$ cat config.mk
export PLATFORM = sky130hd
export DESIGN_NAME = mul_seq_nbit
export DESIGN_NICKNAME = d
export VERILOG_FILES = /design/src/rtl/mul_seq_nbit.sv
export SDC_FILE = /design/constraint.sdc
export NUM_CORES = 1
export LEC_CHECK = 0
export BUFFER_PORTS_ARGS = -buffer_cell sky130_fd_sc_hd__buf_2
export CAP_MARGIN = 30
export CORE_MARGIN = 2
export CORE_UTILIZATION = 35
export DETAILED_ROUTE_END_ITERATION = 12
export HOLD_SLACK_MARGIN = 0.05
export SLEW_MARGIN = 30
export SYNTH_ARGS = -nofsm -noshare
export SYNTH_HDL_FRONTEND = slang
export SYNTH_SLANG_ARGS = --single-unit
$ cat constraint.sdc
create_clock -name clk -period 8 [get_ports clk]
set_input_delay 0.8 -clock clk [delete_from_list [all_inputs] [get_ports clk]]
set_output_delay 0.8 -clock clk [all_outputs]
set_load 0.05 [all_outputs]
$ cat src/rtl/mul_seq_nbit.sv
// mul_seq_nbit: sequential shift-add multiplier, one multiplier bit per cycle.
// Signed operands are multiplied as magnitudes. The sign is applied in a single
// FIXUP cycle, so the most negative value times itself does not overflow.
//
// Ports:
//   clk        rising-edge clock
//   rst_n      synchronous active-low reset
//   start      begin a multiply; accepted only in IDLE or DONE
//   is_signed  1 = two's-complement operands, 0 = unsigned (sampled with start)
//   a, b       multiplicand / multiplier (sampled with start)
//   busy       high in RUN and FIXUP
//   done       one-cycle pulse while in DONE
//   hi, lo     upper / lower halves of the 2*WIDTH-bit product
//
// state | meaning
// IDLE  | waiting for start
// RUN   | WIDTH shift-add steps, one multiplier bit each
// FIXUP | apply the sign to the product and load hi/lo
// DONE  | result valid, done pulse; start may be accepted here
module mul_seq_nbit #(
    parameter int WIDTH = 32
) (
    input  logic             clk,
    input  logic             rst_n,
    input  logic             start,
    input  logic             is_signed,
    input  logic [WIDTH-1:0] a,
    input  logic [WIDTH-1:0] b,
    output logic             busy,
    output logic             done,
    output logic [WIDTH-1:0] hi,
    output logic [WIDTH-1:0] lo
);

    localparam int CW = $clog2(WIDTH + 1);

    typedef enum logic [1:0] {IDLE, RUN, FIXUP, DONE} state_t;

    state_t             state_q, state_d;
    logic [CW-1:0]      cnt_q, cnt_d;
    logic [WIDTH-1:0]   mag_a_q, mag_a_d;
    // Upper half is the running accumulator. Lower half starts as |b| and
    // shifts out one multiplier bit per step.
    logic [2*WIDTH-1:0] acc_q, acc_d;
    logic               neg_q, neg_d;
    logic [WIDTH-1:0]   hi_q, hi_d;
    logic [WIDTH-1:0]   lo_q, lo_d;

    logic [WIDTH-1:0]   abs_a, abs_b;
    logic [WIDTH:0]     sum;
    logic [2*WIDTH-1:0] prod_fix;

    always_comb begin
        abs_a = (is_signed && a[WIDTH-1]) ? -a : a;
        abs_b = (is_signed && b[WIDTH-1]) ? -b : b;
        // The carry is kept in sum[WIDTH] and shifts into the accumulator.
        sum = {1'b0, acc_q[2*WIDTH-1:WIDTH]}
            + ({(WIDTH+1){acc_q[0]}} & {1'b0, mag_a_q});
        prod_fix = neg_q ? -acc_q : acc_q;
    end

    always_comb begin
        state_d = state_q;
        cnt_d   = cnt_q;
        mag_a_d = mag_a_q;
        acc_d   = acc_q;
        neg_d   = neg_q;
        hi_d    = hi_q;
        lo_d    = lo_q;
        busy    = 1'b0;
        done    = 1'b0;

        unique case (state_q)
            IDLE, DONE: begin
                done = (state_q == DONE);
                if (start) begin
                    mag_a_d = abs_a;
                    acc_d   = {{WIDTH{1'b0}}, abs_b};
                    neg_d   = is_signed & (a[WIDTH-1] ^ b[WIDTH-1]);
                    cnt_d   = '0;
                    state_d = RUN;
                end else begin
                    state_d = IDLE;
                end
            end
            RUN: begin
                busy  = 1'b1;
                acc_d = {sum, acc_q[WIDTH-1:1]};
                cnt_d = cnt_q + CW'(1);
                if (cnt_q == CW'(WIDTH - 1)) begin
                    state_d = FIXUP;
                end
            end
            FIXUP: begin
                busy    = 1'b1;
                hi_d    = prod_fix[2*WIDTH-1:WIDTH];
                lo_d    = prod_fix[WIDTH-1:0];
                state_d = DONE;
            end
            default: state_d = IDLE;
        endcase
    end

    always_ff @(posedge clk) begin
        if (!rst_n) begin
            state_q <= IDLE;
            cnt_q   <= '0;
            mag_a_q <= '0;
            acc_q   <= '0;
            neg_q   <= 1'b0;
            hi_q    <= '0;
            lo_q    <= '0;
        end else begin
            state_q <= state_d;
            cnt_q   <= cnt_d;
            mag_a_q <= mag_a_d;
            acc_q   <= acc_d;
            neg_q   <= neg_d;
            hi_q    <= hi_d;
            lo_q    <= lo_d;
        end
    end

    assign hi = hi_q;
    assign lo = lo_q;

endmodule
==> results.sh, run 1 <==
export IMPL_status="completed"
export IMPL_leakage_nw=4.78
export IMPL_cts_tree="done"
export IMPL_ys_ff_latch=169
export IMPL_holdCritPathClass="register to register"
export IMPL_first_iter_violations=674
export IMPL_antenna_found_initial=4
export IMPL_power_w=0.00382
export IMPL_netlist_top_cells_area="dfxtp_1 (32%), xor2_1 (8.9%), a211oi_1 (6.0%)"
export IMPL_synth_edff_count=0
export IMPL_critical_path_class="register to register"
export IMPL_power_density_mw_per_mm2=316
export IMPL_dieArea_mm2=0.0316
export IMPL_slew_headroom_pct=46.1
export IMPL_yosys_warnings=0
export IMPL_dp_cells=1794
export IMPL_drt_wl_total_um=29800
export IMPL_drc=0
export IMPL_setup_viol=0
export IMPL_die_height_um=178
export IMPL_viasPerCell=5.32
export IMPL_tightest_slew_ns=0.807
export IMPL_yosysUniqueCellTypes=66
export IMPL_clkLatencyLatePin_ns=0.43
export IMPL_wl_per_cell_um=16.3
export IMPL_clock_root_buffer="clkbuf_16"
export IMPL_postLayoutCoreUtil_pct=40.7
export IMPL_drive_gt1_share_pct=14.1
export IMPL_core_area_mm2=0.0297
export IMPL_clk_pin_slew_ns=0.07
export IMPL_synth_top_area_share_pct=32.0
export IMPL_ys_async_sr_fraction_pct=0
export IMPL_syn_area_mm2=0.0106
export IMPL_postRouteAntennaNets=0
export IMPL_required_ns=8.35
export IMPL_hold_viol=0
export IMPL_finClkSkew_ns=0.00911
export IMPL_finalSetupTns_ns=0
export IMPL_dp_hpwl_um=22600
export IMPL_cap_violations=0
export IMPL_netlist_instances=1341
export IMPL_ys_flop_type="dfxtp_1"
export IMPL_grt_util_all_layers_pct=19.0
export IMPL_worstSetupEndpointType="register"
export IMPL_grt_pass1_vias=9000
export IMPL_final_cells=1830
export IMPL_fin_crit_ns=3.54
export IMPL_whs_ns=0.455
export IMPL_crit_fanout=10
export IMPL_synth_area_per_cell_um2=7.88
export IMPL_gr_total_overflow=0
export IMPL_cp_arrival_ns=3.89
export IMPL_grt_pass1_wl_um=48000
export IMPL_num_vias=9729
export IMPL_rsz0062_at_grt="no"
export IMPL_gp_congestion=0.933
export IMPL_mostFrequentLayoutCells="dfxtp_1 (167), nor2_1 (148), nand2_1 (145), buf_2 (133), xor2_1 (108)"
export IMPL_final_common_cell="dfxtp_1"
export IMPL_synth_fp_nets=1449
export IMPL_finalCritPeriodShare_pct=44.3
export IMPL_start_kind="register"
export IMPL_slew_viol_final=0
export IMPL_irDropWorstVdd_mv=0.172
export IMPL_synth_top_cell_by_area="dfxtp_1"
export IMPL_start_util_pct=35.6
export IMPL_clock_path_buffers=2
export IMPL_port_buffers=133
export IMPL_post_cts_buffers=0
export IMPL_cts_sinks=169
export IMPL_dr_pass1_iters=5
export IMPL_syn_to_final_growth_pct=14.4
export IMPL_io_pins=134
export IMPL_fmax_ghz=0.282
export IMPL_die_x_um=178
export IMPL_cts_made_buffers=17
export IMPL_layout_nets=1531
export IMPL_ctsResizeCount=0
export IMPL_synth_seq_area_share_pct=32.0
export IMPL_fillCellCount=3033
export IMPL_ctsHtreeMaxLevel=4
export IMPL_grt_max_degree=75
export IMPL_rows=63
export IMPL_cts_hold_buffers_added=0
==> final timing paths <==
path	startpoint	cells after the start	endpoint	slack, ns
min	mag_a_q[0]	2	mag_a_q[0]	0.46
max reg2reg	acc_q[17]	7	hi[31]	4.46
min reg2reg	mag_a_q[0]	2	mag_a_q[0]	0.46
max	acc_q[17]	7	hi[31]	4.46
==> synthesized netlist by cell type (6+ instances only) <==
| master | n |
|---|---|
| o21ai_0 | 99 |
| nand3_1 | 24 |
| or4_1 | 13 |
| or3_1 | 22 |
| a21o_1 | 18 |
| nand2b_1 | 7 |
| nor3_1 | 10 |
| buf_1 | 6 |
| o31ai_1 | 32 |
| mux2i_1 | 10 |
| a22oi_1 | 8 |
| xnor2_1 | 36 |
| inv_1 | 26 |
| and2_1 | 40 |
| clkbuf_1 | 71 |
| ha_1 | 39 |
| xor2_1 | 108 |
| o41ai_1 | 16 |
| a31oi_1 | 15 |
| a21oi_1 | 88 |
| o211ai_1 | 6 |
| a211oi_1 | 84 |
| nor2b_1 | 6 |
| nor4_1 | 11 |
| nor2_1 | 149 |
| nand2_1 | 145 |
| dfxtp_1 | 169 |
==> registers in the layout, summed over array words and instances, names as in the netlist <==
name	count
acc_q	64
cnt_q	6
hi	32
lo	32
mag_a_q	32
neg_q	1
state_q	2
==> per-layer routing <==
metal	global-route usage, %	part of all wire, %	vias to the layer above	routed length (um)
li1	-	-	5006	-
met3	3.66	5.7	31	1690
met5	0	0	-	0
met2	26.6	40	257	11900
met1	28.9	53	4435	15700
met4	5.60	1.7	0	499
==> through the flow <==
step | instance area, um^2 | setup slack (ns)
after global placement | 11500 | 4.31
after CTS | 12100 | 4.19
final | 12100 | 4.46
after floorplan | 10600 | 4.74
after detailed placement | 11500 | 4.21
after global routing | 12100 | 4.25
==> layout make-up <==
type	count	area (um^2)	share of cell area, %
inverter	27	104	0.859
multi-input combinational	1067	6820	56.3
clock inverter	11	95.1	0.786
clock buffer	21	470	3.89
timing repair buffer	141	726	6.00
antenna	4	10.0	0.0827
sequential	169	3390	28.0
tap	390	488	4.03
==> where the power goes <==
part,internal (W),total (W),switching (W)
Combinational,0.000505,0.00171,0.00120
Clock,0.000452,0.000800,0.000348
Sequential,0.00108,0.00131,0.000230
==> worst max-delay path, stage by stage, from the launching register on <==
cell      delay, ns
dfxtp_1        0.38
or4_4          0.57
or4_1          0.56
nor4_1         0.66
nand2b_1       0.39
o41ai_1        0.50
xor2_1         0.15
a211oi_1       0.24
==> cell families (layout without fill, tap and decap cells) <==
family	Yosys count	in the layout	share of synthesized area, %
XOR/XNOR	144	144	11.9
AO/OA/AOI/OAI	412	412	25.6
multiplexers	10	10	0.947
flip-flops	169	169	32.0
buffers and inverters	105	200	3.74
other	0	4	0
adder cells (fa/ha/maj)	40	40	4.81
AND/OR/NAND/NOR	461	461	21.0
Note: power is estimated with default switching activity, not from simulation.
==> run 2: changes to the inputs <==
clock period = 3.4 ns   (was 8 ns; I/O delays follow)
==> run 2 against run 1 <==
Against the previous run:
- sequential share of layout area decreased by 0.57 points
- largest cell class unchanged
- final cell count increased by 0.98%
- worst setup slack got worse by 4.2 ns
- register-to-register slack got worse by 4.2 ns
- utilization increased by 0.85 points
- routed wire length increased by 1.8%
- die area unchanged
- clock power increased to 2.7 times the previous value
- cell area increased by 2.1%
- count of clock-buffer cells in the layout decreased by 2
- sequential cell count unchanged
==> results.sh, run 2 (synthesis results as in run 1) <==
export IMPL_finClkSkew_ns=0.0117
export IMPL_dieArea_mm2=0.0316
export IMPL_postRouteAntennaNets=0
export IMPL_num_vias=9752
export IMPL_port_buffers=133
export IMPL_cts_tree="done"
export IMPL_critical_path_class="register to register"
export IMPL_final_common_cell="dfxtp_1"
export IMPL_rows=63
export IMPL_slew_viol_final=0
export IMPL_rsz0062_at_grt="no"
export IMPL_first_iter_violations=673
export IMPL_clkLatencyLatePin_ns=0.44
export IMPL_postLayoutCoreUtil_pct=41.6
export IMPL_dp_hpwl_um=23100
export IMPL_grt_pass1_wl_um=48600
export IMPL_die_height_um=178
export IMPL_crit_fanout=5
export IMPL_clock_root_buffer="clkbuf_16"
export IMPL_irDropWorstVdd_mv=0.426
export IMPL_dr_pass1_iters=5
export IMPL_dpl_cell_area_mm2=0.0117
export IMPL_clock_path_buffers=2
export IMPL_finalSetupTns_ns=0
export IMPL_antenna_found_initial=3
export IMPL_start_util_pct=35.6
export IMPL_drive_gt1_share_pct=15.4
export IMPL_finalCritPeriodShare_pct=93.5
export IMPL_hold_viol=0
export IMPL_worstSetupEndpointType="register"
export IMPL_drt_wl_total_um=30300
export IMPL_wl_per_cell_um=16.4
export IMPL_tightest_slew_ns=0.921
export IMPL_start_kind="register"
export IMPL_mostFrequentLayoutCells="dfxtp_1 (167), nor2_1 (149), nand2_1 (145), buf_2 (133), xor2_1 (108)"
export IMPL_ctsHtreeMaxLevel=4
export IMPL_status="completed"
export IMPL_io_pins=134
export IMPL_post_cts_buffers=0
export IMPL_ctsResizeCount=0
export IMPL_cp_arrival_ns=3.55
export IMPL_clk_pin_slew_ns=0.07
export IMPL_largest_reg_flops=64
export IMPL_core_area_mm2=0.0297
export IMPL_gr_total_overflow=0
export IMPL_power_w=0.00938
export IMPL_viasPerCell=5.28
export IMPL_fin_crit_ns=3.18
export IMPL_grt_max_degree=78
export IMPL_leakage_nw=4.92
export IMPL_syn_to_final_growth_pct=16.8
export IMPL_die_x_um=178
export IMPL_fmax_ghz=0.315
export IMPL_layout_setup_ws_ns=0.221
export IMPL_holdCritPathClass="input pin to register"
export IMPL_cap_violations=0
export IMPL_grt_util_all_layers_pct=19.3
export IMPL_cts_hold_buffers_added=0
export IMPL_grt_pass1_vias=9019
export IMPL_drc=0
export IMPL_power_density_mw_per_mm2=759
export IMPL_gp_congestion=0.957
export IMPL_setup_viol=0
export IMPL_largest_register="acc_q"
export IMPL_required_ns=3.77
export IMPL_fin_area_mm2=0.0123
export IMPL_fillCellCount=3045
export IMPL_cts_made_buffers=17
export IMPL_cts_sinks=169
export IMPL_slew_headroom_pct=38.6
export IMPL_pre_cts_slack_ns=0.0790
export IMPL_layout_nets=1550
[run 2: cell types whose count changed in the layout (fill, tap and decap cells not counted), sizes merged]
cell      delta
buf         +19
bufinv       +3
clkbuf       -2
clkinvlp     -1
diode        -1
[run 2: power breakdown]
group,switching [W],leakage (nW),total (W),internal (W)
Clock,0.000858,0.316,0.00216,0.00130
Sequential,0.000498,1.38,0.00303,0.00254
Combinational,0.00292,3.22,0.00418,0.00127
[run 2: path summary, 6_finish.rpt]
check                   from    endpoint  slack, ns  depth (start not counted)
setup / recovery    acc_q[0]   acc_q[63]       0.22                         14
hold / removal          a[1]  mag_a_q[1]       0.21                          3
setup reg to reg    acc_q[0]   acc_q[63]       0.22                         14
hold reg to reg   mag_a_q[0]  mag_a_q[0]       0.47                          2
[run 2: through the flow]
step	instances	hold WS, ns
floorplan	1341	0.432
finish	1848	0.207
CTS	1845	0.189
global route	1848	0.233
detailed placement	1813	0.458
global placement	1813	0.443
[run 2: worst max-delay path: stages (launching register included)]
cell and delay (ns):
dfxtp_2 0.39, and2_1 0.14, ha_1 0.16, inv_1 0.05
fa_1 0.39, nor2b_1 0.17, o21ai_0 0.18, a31oi_2 0.33
a221oi_1 0.12, buf_4 0.16, nor2_1 0.14, a21boi_0 0.10
buf_4 0.14, or4_1 0.47, a21oi_1 0.14
[run 2: layout make-up]
class	instances	area (um^2)	area share, %
tap	390	488	3.95
clock inverter	13	191	1.55
multi-input combinational	1067	6830	55.3
sequential	169	3390	27.4
clock buffer	19	464	3.76
antenna	3	7.51	0.0608
timing repair buffer	160	881	7.13
inverter	27	104	0.841
[run 2: routing by layer]
layer  up-vias  track usage, %  wire length (um)
met4         0            5.74               471
met2       229            26.6             12000
met3        29            3.17              1710
met5         -               0                 0
met1      4436            30.0             16100
li1       5058               -                 -
